## config.mk

```make
export PLATFORM = sky130hd
export DESIGN_NAME = watch_time_setter_flat
export DESIGN_NICKNAME = d
export VERILOG_FILES = /design/src/rtl/watch_pkg.sv /design/src/rtl/watch_time_setter_if.sv /design/src/rtl/watch_field_step.sv /design/src/rtl/watch_time_setter.sv /design/src/flat_wrapper.sv
export SDC_FILE = /design/constraint.sdc
export NUM_CORES = 1
export LEC_CHECK = 0
export BUFFER_PORTS_ARGS = -buffer_cell sky130_fd_sc_hd__buf_2
export CAP_MARGIN = 20
export CORE_MARGIN = 2
export CORE_UTILIZATION = 30
export DETAILED_ROUTE_END_ITERATION = 10
export GPL_ROUTABILITY_DRIVEN = 0
export SYNTH_ARGS = -nofsm -noshare
export SYNTH_HDL_FRONTEND = slang
export SYNTH_SLANG_ARGS = --single-unit
```

## constraint.sdc

```tcl
create_clock -name clk -period 5.5 [get_ports clk]
set_input_delay 0 -clock clk [delete_from_list [all_inputs] [get_ports clk]]
set_output_delay 0 -clock clk [all_outputs]
set_load 0.01 [all_outputs]
```

## src/rtl/watch_pkg.sv

```systemverilog
// Shared types, field encodings, ranges and calendar helpers for the watch time setter and counter.
package watch_pkg;

    localparam int unsigned FIELD_W = 8;
    localparam int unsigned TIME_W  = 48;
    localparam int unsigned IDX_W   = 3;

    typedef enum logic [2:0] {
        IDLE    = 3'd0,
        E_YEAR  = 3'd1,
        E_MONTH = 3'd2,
        E_DAY   = 3'd3,
        E_HOUR  = 3'd4,
        E_MIN   = 3'd5,
        E_SEC   = 3'd6,
        COMMIT  = 3'd7
    } state_e;

    localparam logic [IDX_W-1:0] FIELD_YEAR  = 3'd0;
    localparam logic [IDX_W-1:0] FIELD_MONTH = 3'd1;
    localparam logic [IDX_W-1:0] FIELD_DAY   = 3'd2;
    localparam logic [IDX_W-1:0] FIELD_HOUR  = 3'd3;
    localparam logic [IDX_W-1:0] FIELD_MIN   = 3'd4;
    localparam logic [IDX_W-1:0] FIELD_SEC   = 3'd5;
    localparam logic [IDX_W-1:0] FIELD_NONE  = 3'd7;

    localparam logic [FIELD_W-1:0] YEAR_MIN   = 8'd0;
    localparam logic [FIELD_W-1:0] YEAR_MAX   = 8'd255;
    localparam logic [FIELD_W-1:0] MONTH_MIN  = 8'd1;
    localparam logic [FIELD_W-1:0] MONTH_MAX  = 8'd12;
    localparam logic [FIELD_W-1:0] DAY_MIN    = 8'd1;
    localparam logic [FIELD_W-1:0] HOUR_MIN   = 8'd0;
    localparam logic [FIELD_W-1:0] HOUR_MAX   = 8'd23;
    localparam logic [FIELD_W-1:0] MINUTE_MIN = 8'd0;
    localparam logic [FIELD_W-1:0] MINUTE_MAX = 8'd59;
    localparam logic [FIELD_W-1:0] SECOND_MIN = 8'd0;
    localparam logic [FIELD_W-1:0] SECOND_MAX = 8'd59;

    typedef struct packed {
        logic [FIELD_W-1:0] year;
        logic [FIELD_W-1:0] month;
        logic [FIELD_W-1:0] day;
        logic [FIELD_W-1:0] hour;
        logic [FIELD_W-1:0] minute;
        logic [FIELD_W-1:0] second;
    } watch_time_t;

    // No leap years: February is always 28 days, matching the counter.
    function automatic logic [FIELD_W-1:0] max_days(input logic [FIELD_W-1:0] month);
        case (month)
            8'd2:                    return 8'd28;
            8'd4, 8'd6, 8'd9, 8'd11: return 8'd30;
            default:                 return 8'd31;
        endcase
    endfunction

    function automatic logic is_edit(input state_e st);
        return st inside {E_YEAR, E_MONTH, E_DAY, E_HOUR, E_MIN, E_SEC};
    endfunction

    function automatic logic [IDX_W-1:0] state_field(input state_e st);
        case (st)
            E_YEAR:  return FIELD_YEAR;
            E_MONTH: return FIELD_MONTH;
            E_DAY:   return FIELD_DAY;
            E_HOUR:  return FIELD_HOUR;
            E_MIN:   return FIELD_MIN;
            E_SEC:   return FIELD_SEC;
            default: return FIELD_NONE;
        endcase
    endfunction

    function automatic state_e next_field_state(input state_e st);
        case (st)
            E_YEAR:  return E_MONTH;
            E_MONTH: return E_DAY;
            E_DAY:   return E_HOUR;
            E_HOUR:  return E_MIN;
            E_MIN:   return E_SEC;
            E_SEC:   return COMMIT;
            default: return IDLE;
        endcase
    endfunction

    // Force an out-of-range month or day from the live counter to 1 before editing.
    function automatic watch_time_t sanitize(input watch_time_t t);
        watch_time_t r;
        r = t;
        if (r.month < MONTH_MIN || r.month > MONTH_MAX) r.month = MONTH_MIN;
        if (r.day < DAY_MIN || r.day > max_days(r.month)) r.day = DAY_MIN;
        return r;
    endfunction

endpackage

```

## src/rtl/watch_time_setter_if.sv

```systemverilog
// Button, live-time and load-side signals between the front-end, the setter and the counter.
interface watch_time_setter_if;
    import watch_pkg::*;

    logic              clk1sec;
    logic              btn_mode;
    logic              btn_up;
    logic              btn_down;
    logic              btn_cancel;
    logic [TIME_W-1:0] cur_time;
    logic              set_time;
    logic [TIME_W-1:0] bin_time;
    logic              editing;
    logic [IDX_W-1:0]  edit_field;

    modport master (
        output clk1sec, btn_mode, btn_up, btn_down, btn_cancel, cur_time,
        input  set_time, bin_time, editing, edit_field
    );

    modport slave (
        input  clk1sec, btn_mode, btn_up, btn_down, btn_cancel, cur_time,
        output set_time, bin_time, editing, edit_field
    );

endinterface

```

## src/rtl/watch_field_step.sv

```systemverilog
// Combinational up/down step of one field with wrap-around at both ends of [min_val, max_val].
module watch_field_step
    import watch_pkg::*;
(
    input  logic [FIELD_W-1:0] value,
    input  logic [FIELD_W-1:0] min_val,
    input  logic [FIELD_W-1:0] max_val,
    input  logic               up,
    input  logic               down,
    output logic [FIELD_W-1:0] next_c
);

    // Up and down together cancel out.
    always_comb begin
        next_c = value;
        if (up && !down) begin
            next_c = (value >= max_val) ? min_val : value + FIELD_W'(1);
        end else if (down && !up) begin
            next_c = (value <= min_val) ? max_val : value - FIELD_W'(1);
        end
    end

endmodule

```

## src/rtl/watch_time_setter.sv

```systemverilog
// Button-driven date/time editor producing a one-cycle set_time load for the watch counter.
// Optional idle abort enabled by defining WATCH_EDIT_TIMEOUT_EN.
module watch_time_setter
    import watch_pkg::*;
#(
    parameter int unsigned TIMEOUT_SEC = 30
) (
    input logic                clk,
    input logic                rst,
    watch_time_setter_if.slave io
);

    state_e             state_q, state_d;
    watch_time_t        tm_q, tm_d;
    logic               set_time_q, set_time_d;
    logic               editing_q, editing_d;
    logic [IDX_W-1:0]   edit_field_q, edit_field_d;

    logic [FIELD_W-1:0] step_val_c, step_min_c, step_max_c, step_next_c;
    logic               abort_c;
    logic               timeout_c;

    // Select the field under edit for the shared stepper.
    always_comb begin
        step_val_c = tm_q.year;
        step_min_c = YEAR_MIN;
        step_max_c = YEAR_MAX;
        case (state_q)
            E_MONTH: begin step_val_c = tm_q.month;  step_min_c = MONTH_MIN;  step_max_c = MONTH_MAX; end
            E_DAY:   begin step_val_c = tm_q.day;    step_min_c = DAY_MIN;    step_max_c = max_days(tm_q.month); end
            E_HOUR:  begin step_val_c = tm_q.hour;   step_min_c = HOUR_MIN;   step_max_c = HOUR_MAX; end
            E_MIN:   begin step_val_c = tm_q.minute; step_min_c = MINUTE_MIN; step_max_c = MINUTE_MAX; end
            E_SEC:   begin step_val_c = tm_q.second; step_min_c = SECOND_MIN; step_max_c = SECOND_MAX; end
            default: ;
        endcase
    end

    watch_field_step u_step (
        .value   (step_val_c),
        .min_val (step_min_c),
        .max_val (step_max_c),
        .up      (io.btn_up),
        .down    (io.btn_down),
        .next_c  (step_next_c)
    );

`ifdef WATCH_EDIT_TIMEOUT_EN
    localparam int unsigned IDLE_W = 8;

    logic [IDLE_W-1:0] idle_q, idle_d;
    logic              any_btn_c;

    // Count seconds without any button while editing; the terminal count acts as cancel.
    always_comb begin
        any_btn_c = io.btn_mode | io.btn_up | io.btn_down | io.btn_cancel;
        idle_d    = '0;
        timeout_c = 1'b0;
        if (is_edit(state_q) && !any_btn_c) begin
            idle_d = idle_q;
            if (io.clk1sec) begin
                idle_d    = idle_q + IDLE_W'(1);
                timeout_c = (idle_d == IDLE_W'(TIMEOUT_SEC));
            end
        end
    end

    always_ff @(posedge clk or posedge rst) begin
        if (rst) idle_q <= '0;
        else     idle_q <= idle_d;
    end
`else
    logic [FIELD_W-1:0] unused_c;

    assign timeout_c = 1'b0;
    assign unused_c  = FIELD_W'(TIMEOUT_SEC) ^ {{(FIELD_W-1){1'b0}}, io.clk1sec};
`endif

    // Next state, edit registers and registered outputs derived from the next state.
    always_comb begin
        state_d = state_q;
        tm_d    = tm_q;
        abort_c = io.btn_cancel | timeout_c;
        case (state_q)
            IDLE: begin
                if (io.btn_mode) begin
                    state_d = E_YEAR;
                    tm_d    = sanitize(io.cur_time);
                end
            end
            COMMIT: state_d = IDLE;
            default: begin
                if (abort_c) begin
                    state_d = IDLE;
                end else if (io.btn_mode) begin
                    state_d = next_field_state(state_q);
                end else begin
                    case (state_q)
                        E_YEAR: tm_d.year = step_next_c;
                        E_MONTH: begin
                            tm_d.month = step_next_c;
                            if (tm_q.day > max_days(step_next_c)) tm_d.day = max_days(step_next_c);
                        end
                        E_DAY:  tm_d.day    = step_next_c;
                        E_HOUR: tm_d.hour   = step_next_c;
                        E_MIN:  tm_d.minute = step_next_c;
                        E_SEC:  tm_d.second = step_next_c;
                        default: ;
                    endcase
                end
            end
        endcase
        set_time_d   = (state_d == COMMIT);
        editing_d    = is_edit(state_d);
        edit_field_d = state_field(state_d);
    end

    always_ff @(posedge clk or posedge rst) begin
        if (rst) begin
            state_q      <= IDLE;
            tm_q         <= '0;
            set_time_q   <= 1'b0;
            editing_q    <= 1'b0;
            edit_field_q <= FIELD_NONE;
        end else begin
            state_q      <= state_d;
            tm_q         <= tm_d;
            set_time_q   <= set_time_d;
            editing_q    <= editing_d;
            edit_field_q <= edit_field_d;
        end
    end

    assign io.set_time   = set_time_q;
    assign io.bin_time   = tm_q;
    assign io.editing    = editing_q;
    assign io.edit_field = edit_field_q;

endmodule

```

## src/flat_wrapper.sv

```systemverilog
// flat-port wrapper written by rule: the top's interface ports become plain ports
module watch_time_setter_flat import watch_pkg::*;
#(
    parameter int unsigned TIMEOUT_SEC = 30
)
  (clk, rst, io_clk1sec, io_btn_mode, io_btn_up, io_btn_down, io_btn_cancel, io_cur_time, io_set_time, io_bin_time, io_editing, io_edit_field);
  watch_time_setter_if io_i ();
  input logic clk;
  input logic rst;
  input wire logic [$bits(io_i.clk1sec)-1:0] io_clk1sec;
  input wire logic [$bits(io_i.btn_mode)-1:0] io_btn_mode;
  input wire logic [$bits(io_i.btn_up)-1:0] io_btn_up;
  input wire logic [$bits(io_i.btn_down)-1:0] io_btn_down;
  input wire logic [$bits(io_i.btn_cancel)-1:0] io_btn_cancel;
  input wire logic [$bits(io_i.cur_time)-1:0] io_cur_time;
  output wire logic [$bits(io_i.set_time)-1:0] io_set_time;
  output wire logic [$bits(io_i.bin_time)-1:0] io_bin_time;
  output wire logic [$bits(io_i.editing)-1:0] io_editing;
  output wire logic [$bits(io_i.edit_field)-1:0] io_edit_field;
  assign io_i.clk1sec = io_clk1sec;
  assign io_i.btn_mode = io_btn_mode;
  assign io_i.btn_up = io_btn_up;
  assign io_i.btn_down = io_btn_down;
  assign io_i.btn_cancel = io_btn_cancel;
  assign io_i.cur_time = io_cur_time;
  assign io_set_time = io_i.set_time;
  assign io_bin_time = io_i.bin_time;
  assign io_editing = io_i.editing;
  assign io_edit_field = io_i.edit_field;
  watch_time_setter #(.TIMEOUT_SEC(TIMEOUT_SEC)) u_core (.clk(clk), .rst(rst), .io(io_i));
endmodule
```

==> reports/metrics.cfg, run 1 <==
[status]
status=complete, but fails checks
violations=negative hold slack, negative setup slack

[min_path]
hp-start=io_cur_time[11]
hp-class=primary input to flop

[floorplanning]
num_rows=44
initial_utilization=0.306
pin_count=108
die-area_um2=15800
die_h_um=126
die_width_um=126
coreArea_um2=14500

[finish]
ff_latch_area_um2=1410
drive_gt1_frac=0.403
area_growth_syn_to_layout_pct=43.7
n_fill_cell=1388
final_cell_mix=buf_2, buf_4, nand2_1
layout_commonest_cell=buf_2
diodes=0
final_cells=906
finalNetCount=797
finalInstanceArea_um2=6370
utilization=0.440
multi_input_area_um2=3070

[sta]
slew_headroom=0.325
finalCritPeriodShare=1.02
finalCriticalPeriod_ns=5.59
rsz0062_at_grt=true
finalWorstSetupSlack_ns=-0.0916
timing.hold.ws_ns=-0.00149
fmaxAchievable_ghz=0.179
setup_violations=5
skew_ns=0.00877
hold_viol_final=2
slew_violations=0
worst_slew_pin_slew_ns=1.01

[routing]
detail_route.vias_per_cell=5.58
first_iter_violations=323
drc=0
drt_wl_total_mm=17.2
via_count=5059
wl_per_cell_um=19.0
drtPass1Iterations=5
ant_nets=0

[power]
powerDensity_nw_per_um2=660
p_leak_nw=2.89
vdd_drop_max_mv=0.319

[placement]
placed_area_um2=5640
dp_hpwl_mm=13.1
port_buffers=106
dpl.cell_count=874
place_ws_ns=-0.140

[logic_synthesis]
netlist_area_um2=4430
synth_cell_type_count=80
seq_area_frac_synth=0.317
ys.flop_type=dfrtp_1
postSynthCellCount=536
synth.avg_cell_area_um2=8.27
ys_warn_count=0
synth-seq-cells=56
syn_nets=611
synth_top_area_frac=0.299
async_flop_share=1.00
yosys-top-cells-area=dfrtp_1, nand2_1, ha_1
synth_edf_count=0
synth_top_area_cell=dfrtp_1

[global_route]
antenna_found_initial=0
grt_util_all_layers=0.207
grt_max_degree=57
grt_pass1_wl_mm=26.1
grt-ovfl-total=0
grt_pass1_vias=4873

[flow_run]
cap_violations=0

[setup_path]
start_kind=flop
worstReg2RegStart=u_core.state_q[1]$_DFF_PP0_
crit_fanout=6
cp_data_arrival_time_ns=5.76
r2r_setup_slack_ns=-0.09
startpoint=u_core.state_q[1]$_DFF_PP0_
endpoint_kind=flop
cp.required_ns=5.67
crit_type=flop to flop

[clocking]
tritoncts=built
clockBufferDepth=2
cts.htree.levels=2
clkTransAtPathRegs_ns=0.07
worstSkewPairLatency_ns=0.30
cts_sinks=56
root_buffer=clkbuf_16
numCtsBuffers=5

[cell type report]
class / instances / share of cell area
sequential: 56 / 0.221
clock inverter: 1 / 0.00138
tap: 184 / 0.0361
timing repair buffer: 211 / 0.220
multi-input combinational: 421 / 0.483
clock buffer: 6 / 0.0218
inverter: 27 / 0.0175
[timing repair]
item,4_1_cts,5_1_grt
pin swaps,2,37
buffers inserted,0,12
hold buffers,13,0
gates resized for setup,11,68
hold endpoints to repair,65,0
setup endpoints to repair,8,8
[final timing paths]
check | endpoint | cells past startpoint
worst max-delay path | u_core.io.bin_time[25]$_DFFE_PP0P_ | 27
worst min-delay path | u_core.io.bin_time[11]$_DFFE_PP0P_ | 3
worst max register to register | u_core.io.bin_time[25]$_DFFE_PP0P_ | 27
worst min register to register | u_core.io.bin_time[5]$_DFFE_PP0P_ | 1
max in group asynchronous | u_core.state_q[1]$_DFF_PP0_ | 4
min in group asynchronous | u_core.io.bin_time[19]$_DFFE_PP0P_ | 4
[power by group]
group          internal (mW)  switching, mW
Combinational           1.31           1.74
Sequential             0.601          0.219
Clock                  0.180          0.149
Total                   2.09           2.11
[critical path, stage by stage (launching register included)]
cell and delay [ns]:
dfrtp_2 0.44, inv_4 0.06, ha_2 0.18, or4b_4 0.54
buf_6 0.16, a21boi_2 0.15, nor2_1 0.09, inv_1 0.09
ha_1 0.26, a211o_1 0.29, a31oi_2 0.19, o21a_2 0.24
buf_6 0.12, nand3_2 0.06, and3b_2 0.27, nand3_4 0.08
nand4_1 0.16, nor4_4 0.33, ha_1 0.30, a21oi_2 0.14
o21ai_2 0.07, a2111oi_2 0.34, a21oi_1 0.09, a211oi_2 0.23
buf_4 0.18, nand2_2 0.06, o32ai_2 0.28, a41oi_1 0.07
[flip-flops by register name, summed over array words and instances, names as in the netlist]
name                  flops
u_core.io.bin_time       48
u_core.io.edit_field      3
u_core.state_q            3
u_core.io.editing         1
u_core.io.set_time        1
[cell families after synthesis]
logic type | Yosys count | share of synthesized area
fa+ha+maj | 20 | 0.0565
mux | 4 | 0.00903
flops | 56 | 0.317
compound gates | 179 | 0.296
buf+inv | 59 | 0.0663
xor+xnor | 3 | 0.00593
simple gates | 215 | 0.249
[Yosys cell counts (all sizes together), types with 4 or more instances]
library cell and instances:
nand2 75, nor2 59, dfrtp 53, a21oi 33, o21ai 28, inv 27, ha 20, o31ai 20
a31oi 16, buf 16, clkbuf 16, nand3 15, nor4 12, a22oi 11, nor3 10, a21o 9
a21boi 6, a221oi 6, and3 6, nor2b 6, o221ai 6, a211oi 5, nand2b 5, o211ai 5
o32ai 5, or3 5, a211o 4, mux2i 4, nand3b 4, nand4 4
[routing by layer]
metal / part of all wire / track usage / vias to the layer above
met1: 0.43 / 0.275 / 2418
met5: 0 / 0 / -
met4: 0.029 / 0.0739 / 0
li1: - / - / 2368
met2: 0.47 / 0.341 / 232
met3: 0.065 / 0.0347 / 41
[metrics by stage]
| stage | setup TNS [ns] | total power [mW] |
|---|---|---|
| floorplan | 0 | 2.32 |
| global placement | -0.106 | 3.42 |
| detailed placement | -0.505 | 3.47 |
| CTS | 0 | 3.86 |
| global route | -1.76 | 4.44 |
| finish | -0.166 | 4.20 |
(Power assumes the default switching activity.)
==> run 2: changes to the inputs <==
--- a/config.mk
+++ b/config.mk
@@ -9,8 +9,10 @@
 export CAP_MARGIN = 20
 export CORE_MARGIN = 2
 export CORE_UTILIZATION = 30
+export CTS_BUF_LIST = sky130_fd_sc_hd__clkbuf_4
 export DETAILED_ROUTE_END_ITERATION = 10
 export GPL_ROUTABILITY_DRIVEN = 0
+export GPL_TIMING_DRIVEN = 0
 export SYNTH_ARGS = -nofsm -noshare
 export SYNTH_HDL_FRONTEND = slang
 export SYNTH_SLANG_ARGS = --single-unit
==> run 2 against run 1 <==
  * The flow still finishes with violations (negative hold slack, negative setup slack)
  * Clock power is 40% lower
  * Critical path depth unchanged
  * Sequential power is essentially flat
  * Via count grew 4.7%
  * Clock skew increased by 0.0088 ns
  * Count of clock-buffer cells in the layout decreased by 1
  * Non-clock buffer count rose by 5
  * Critical path type unchanged
  * Largest cell class unchanged
  * Highest routed layer unchanged
==> reports/metrics.cfg, run 2 (synthesis gave the netlist of run 1 again) <==
[status]
status=complete, but fails checks
violations=negative hold slack, negative setup slack

[sta]
skew_ns=0.0176
slew_headroom=0.520
rsz0062_at_grt=true
finalCriticalPeriod_ns=5.62
slew_violations=0
finalWorstSetupSlack_ns=-0.120
worst_slew_pin_slew_ns=0.720
setup_violations=7
timing.hold.ws_ns=-0.00272
setup_tns_ns=-0.504
fmaxAchievable_ghz=0.178
hold_viol_final=1
finalCritPeriodShare=1.02

[setup_path]
cp.depth=27
worst_path_dominant_cell_family=compound AO/OA/AOI/OAI gates
timing.rr.end=u_core.io.bin_time[25]$_DFFE_PP0P_
cp_data_arrival_time_ns=5.95
crit_fanout=10
critPathBufInv=7
cp-endpoint=u_core.io.bin_time[25]$_DFFE_PP0P_
crit_type=flop to flop
endpoint_kind=flop
start_kind=flop
worstReg2RegStart=u_core.state_q[1]$_DFF_PP0_
cp_slowest_cell=dfrtp_2
slowest_delay_ns=0.47
startpoint=u_core.state_q[1]$_DFF_PP0_
r2r_cells=27
cp.required_ns=5.83
r2r_setup_slack_ns=-0.12

[global_route]
antenna_found_initial=0
grt_pass1_wl_mm=27.5
grt_max_degree=44
grt_util_all_layers=0.217
grt-ovfl-total=0
grt_pass1_vias=5062

[clocking]
worstSkewPairLatency_ns=0.40
cts.htree.levels=2
clockBufferDepth=2
tritoncts=built
root_buffer=clkbuf_4
cts_sinks=56
numCtsBuffers=5
clkTransAtPathRegs_ns=0.18

[finish]
finalNetCount=802
finalInstanceArea_um2=6420
largest_reg_flops=48
diodes=0
area_growth_syn_to_layout_pct=44.9
layout_commonest_cell=buf_2
drive_gt1_frac=0.364
final_cell_mix=buf_2, nand2_1, nor2_1

[placement]
place_ws_ns=-1.06
dp_hpwl_mm=13.0
placed_area_um2=5200
port_buffers=103

[routing]
detail_route.vias_per_cell=5.81
via_count=5299
drc=0
wl_per_cell_um=19.9
route.met2.wl_mm=8.77
drt_wl_total_mm=18.2
wl_met3_mm=1.47
dr.max_layer_used=met4
drtPass1Iterations=5
wl_met1_mm=7.13
ant_nets=0
first_iter_violations=643

[floorplanning]
num_rows=44
die_h_um=126
die_width_um=126
coreArea_um2=14500
die-area_um2=15800
initial_utilization=0.306
pin_count=108

[flow_run]
cap_violations=0

[power]
p_leak_nw=2.82
vdd_drop_max_mv=0.254
powerDensity_nw_per_um2=627

[min_path]
hp-class=primary input to flop

-- run 2: cell types whose count changed in the layout (fill, tap and decap cells not counted), sizes merged --
cell | previous run | this run
buf | 198 | 166
dlygate4sd3 | 13 | 36
clkbuf | 6 | 19
clkinv | 2 | 3
inv | 26 | 27
-- run 2: repair_timing --
action                                  in CTS  in global routing
pin swaps                                   24                 22
buffers inserted                            22                 24
hold endpoints to repair                    88                  0
gates cloned                                 0                  1
hold buffers                                36                  0
endpoints found under the setup margin       8                  8
resized for setup                           66                 38
-- run 2: worst min-delay path by stage --
stage | depth (start not counted) | startpoint | endpoint | slack (ns)
after global placement | 3 | io_cur_time[16] | u_core.io.bin_time[16]$_DFFE_PP0P_ | 0.27
after detailed placement | 2 | rst | u_core.io.bin_time[18]$_DFFE_PP0P_ | -0.02
after global routing | 4 | io_cur_time[40] | u_core.io.bin_time[40]$_DFFE_PP0P_ | 0.006
after CTS | 3 | io_cur_time[34] | u_core.io.bin_time[34]$_DFFE_PP0P_ | 0.0005
after floorplan | 2 | io_cur_time[26] | u_core.io.bin_time[26]$_DFFE_PP0P_ | 0.16
final | 3 | io_cur_time[34] | u_core.io.bin_time[34]$_DFFE_PP0P_ | -0.003
-- run 2: report_power, final --
part           switching, mW  total (mW)  internal (mW)
registers              0.219       0.818          0.599
clock network          0.146       0.198         0.0520
logic                   1.81        3.01           1.20
total                   2.18        4.02           1.85
-- run 2: through the flow --
stage / util / total power, mW / hold slack, ns / cells
2_1_floorplan: - / 2.32 / 0.157 / 536
6_report: 0.443 / 4.02 / -0.00272 / 912
5_1_grt: 0.443 / 4.25 / 0.00591 / 912
3_3_place_gp: 0.358 / 3.07 / 0.270 / 823
3_5_place_dp: 0.359 / 3.11 / -0.0217 / 824
4_1_cts: 0.420 / 3.65 / 0.000482 / 888
-- run 2: tightest hold or removal path, stage by stage --
cell and delay (ns):
buf_2 0.14, a21oi_1 0.09, o21ai_0 0.14
-- run 2: routing by layer --
| metal | track usage | vias up |
|---|---|---|
| met2 | 0.361 | 305 |
| met4 | 0.0869 | 0 |
| met5 | 0 | - |
| li1 | - | 2385 |
| met3 | 0.0270 | 76 |
| met1 | 0.286 | 2533 |
-- run 2: layout make-up --
| type | instances | area (µm²) |
|---|---|---|
| Fill cell | 1428 | 8060 |
| Multi-Input combinational cell | 421 | 3160 |
| Sequential cell | 56 | 1410 |
| Timing Repair Buffer | 187 | 1250 |
| Tap cell | 184 | 230 |
| Buffer | 29 | 188 |
| Inverter | 27 | 116 |
| Clock buffer | 5 | 37.5 |
| Clock inverter | 3 | 22.5 |
==> run 3: changes to the inputs <==
--- a/config.mk
+++ b/config.mk
@@ -7,7 +7,6 @@
 export LEC_CHECK = 0
 export BUFFER_PORTS_ARGS = -buffer_cell sky130_fd_sc_hd__buf_2
 export CAP_MARGIN = 20
-export CORE_MARGIN = 2
 export CORE_UTILIZATION = 30
 export CTS_BUF_LIST = sky130_fd_sc_hd__clkbuf_4
 export DETAILED_ROUTE_END_ITERATION = 10
==> run 3 against run 2 <==
  * The run still ends with negative hold slack, negative setup slack left
  * Via count decreased by 3.2%
  * Sequential cell count unchanged
  * Critical path depth increased by 1
  * Cell count decreased by 1.2%
  * Sequential power decreased by 0.7%
  * Setup slack got worse by 0.14 ns
  * Power decreased by 3.8%
  * Sequential share of layout area increased by 0.49 points
  * Design area decreased by 2.4%
  * Clock skew increased by 0.0085 ns
  * Wire length decreased by 4.4%
  * Largest power group unchanged
==> reports/metrics.cfg, run 3 (synthesis gave the netlist of run 1 again) <==
[status]
status=complete, but fails checks
violations=negative hold slack, negative setup slack

[power]
p_seq_frac=0.210
internal_power_mw=1.77
p_comb_frac=0.739
p_sw_frac=0.542
p_leak_nw=2.77
clockPowerShare=0.051
switchingPower_mw=2.10
powerDensity_nw_per_um2=618
vdd_drop_max_mv=0.257

[finish]
multi_input_area_um2=3100
ff_latch_area_um2=1410
n_fill_cell=1454
finalNetCount=791
area_growth_syn_to_layout_pct=41.4
layout_commonest_cell=buf_2
drive_gt1_frac=0.347
finalInstanceArea_um2=6270
utilization=0.433
final_cell_mix=buf_2, nand2_1, nor2_1
largest_reg_flops=48
diodes=0

[sta]
worst_slew_pin_slew_ns=0.693
rsz0062_at_grt=true
skew_ns=0.0261
finalCriticalPeriod_ns=5.76
slew_violations=0
finalCritPeriodShare=1.05
fmaxAchievable_ghz=0.174
slew_headroom=0.537
finalWorstSetupSlack_ns=-0.261
setup_violations=8
timing.hold.ws_ns=-0.000901
hold_viol_final=1

[global_route]
grt_util_all_layers=0.230
grt_pass1_wl_mm=26.7
grt_pass1_vias=4981
grt-ovfl-total=0
antenna_found_initial=0
grt_max_degree=32

[clocking]
clkTransAtPathRegs_ns=0.18
cts_sinks=56
worstSkewPairLatency_ns=0.39
clockBufferDepth=2
tritoncts=built
cts.htree.levels=2
root_buffer=clkbuf_4
numCtsBuffers=5

[setup_path]
worst_path_dominant_cell_family=compound AO/OA/AOI/OAI gates
cp.required_ns=5.79
worstReg2RegStart=u_core.state_q[0]$_DFF_PP0_
cp_data_arrival_time_ns=6.05
start_kind=flop
cp_slowest_cell=or4b_4
crit_type=flop to flop
slowest_delay_ns=0.53
endpoint_kind=flop
r2r_cells=28
crit_fanout=7
timing.rr.end=u_core.io.bin_time[30]$_DFFE_PP0P_
critPathBufInv=7
r2r_setup_slack_ns=-0.26

[floorplanning]
coreArea_um2=14500
num_rows=44
die_h_um=124
die_width_um=124
pin_count=108
initial_utilization=0.306
die-area_um2=15300

[placement]
port_buffers=103
dp_hpwl_mm=12.7
placed_area_um2=5200

[routing]
ant_nets=0
drt_wl_total_mm=17.4
wl_per_cell_um=19.3
via_count=5132
drc=0
first_iter_violations=469
drtPass1Iterations=5
detail_route.vias_per_cell=5.70

[min_path]
whs_path_depth=3
whs_endpoint=u_core.io.bin_time[33]$_DFFE_PP0P_
hp-class=primary input to flop
hp-start=io_cur_time[33]

[flow_run]
cap_violations=0

==> run 3: layer usage <==
| metal | global-route usage | part of all wire | vias up |
|---|---|---|---|
| met1 | 0.302 | 0.41 | 2428 |
| met2 | 0.367 | 0.47 | 290 |
| li1 | - | - | 2364 |
| met3 | 0.0429 | 0.083 | 50 |
| met5 | 0 | 0 | - |
| met4 | 0.100 | 0.036 | 0 |
==> run 3: power groups by stage <==
stage	clock network (mW)	registers, mW	logic [mW]
finish	0.199	0.812	2.86
global route	0.213	0.828	3.07
floorplan	0	0.811	1.51
CTS	0.197	0.805	2.68
detailed placement	0	0.805	2.30
global placement	0	0.802	2.27
==> run 3: repair_timing <==
action | CTS | global route
setup buffers | 31 | 7
pin swaps | 30 | 20
setup endpoints to repair | 8 | 8
hold buffers | 33 | 0
endpoints found under the hold margin | 54 | 0
resized for setup | 66 | 25
cloned | 0 | 0
==> run 3: through the flow <==
stage | instances | setup TNS (ns) | worst slack, ns | power, mW
floorplan | 536 | 0 | 0.00869 | 2.32
global placement | 823 | -6.86 | -0.941 | 3.07
detailed placement | 824 | -7.41 | -1.00 | 3.11
CTS | 895 | -1.11 | -0.173 | 3.68
global route | 901 | -4.57 | -0.605 | 4.11
finish | 901 | -1.61 | -0.261 | 3.87
==> run 3: how the worst max path moves through the flow <==
stage                                      startpoint                                 end  cells after the start
after global placement    u_core.state_q[0]$_DFF_PP0_  u_core.io.bin_time[30]$_DFFE_PP0P_                     26
final                     u_core.state_q[0]$_DFF_PP0_  u_core.io.bin_time[30]$_DFFE_PP0P_                     28
after floorplan           u_core.state_q[0]$_DFF_PP0_  u_core.io.bin_time[24]$_DFFE_PP0P_                     28
after CTS                 u_core.state_q[0]$_DFF_PP0_  u_core.io.bin_time[31]$_DFFE_PP0P_                     27
after detailed placement  u_core.state_q[0]$_DFF_PP0_  u_core.io.bin_time[31]$_DFFE_PP0P_                     26
after global routing      u_core.state_q[0]$_DFF_PP0_  u_core.io.bin_time[30]$_DFFE_PP0P_                     28
==> run 3: cell type report <==
class,instances,area share
Multi-Input combinational cell,421,0.495
Sequential cell,56,0.224
Timing Repair Buffer,175,0.185
Tap cell,184,0.0367
Buffer,30,0.0313
Inverter,27,0.0186
Clock buffer,6,0.00719
Clock inverter,2,0.00220
==> run 3: worst reg2reg max path: cells and delay by family (launching register included) <==
family / cells / cell delay, ns
mux: 1 / 0.08
fa+ha+maj: 3 / 0.78
simple gates: 7 / 1.58
compound gates: 10 / 1.80
buf+inv: 7 / 0.94
flops: 1 / 0.46
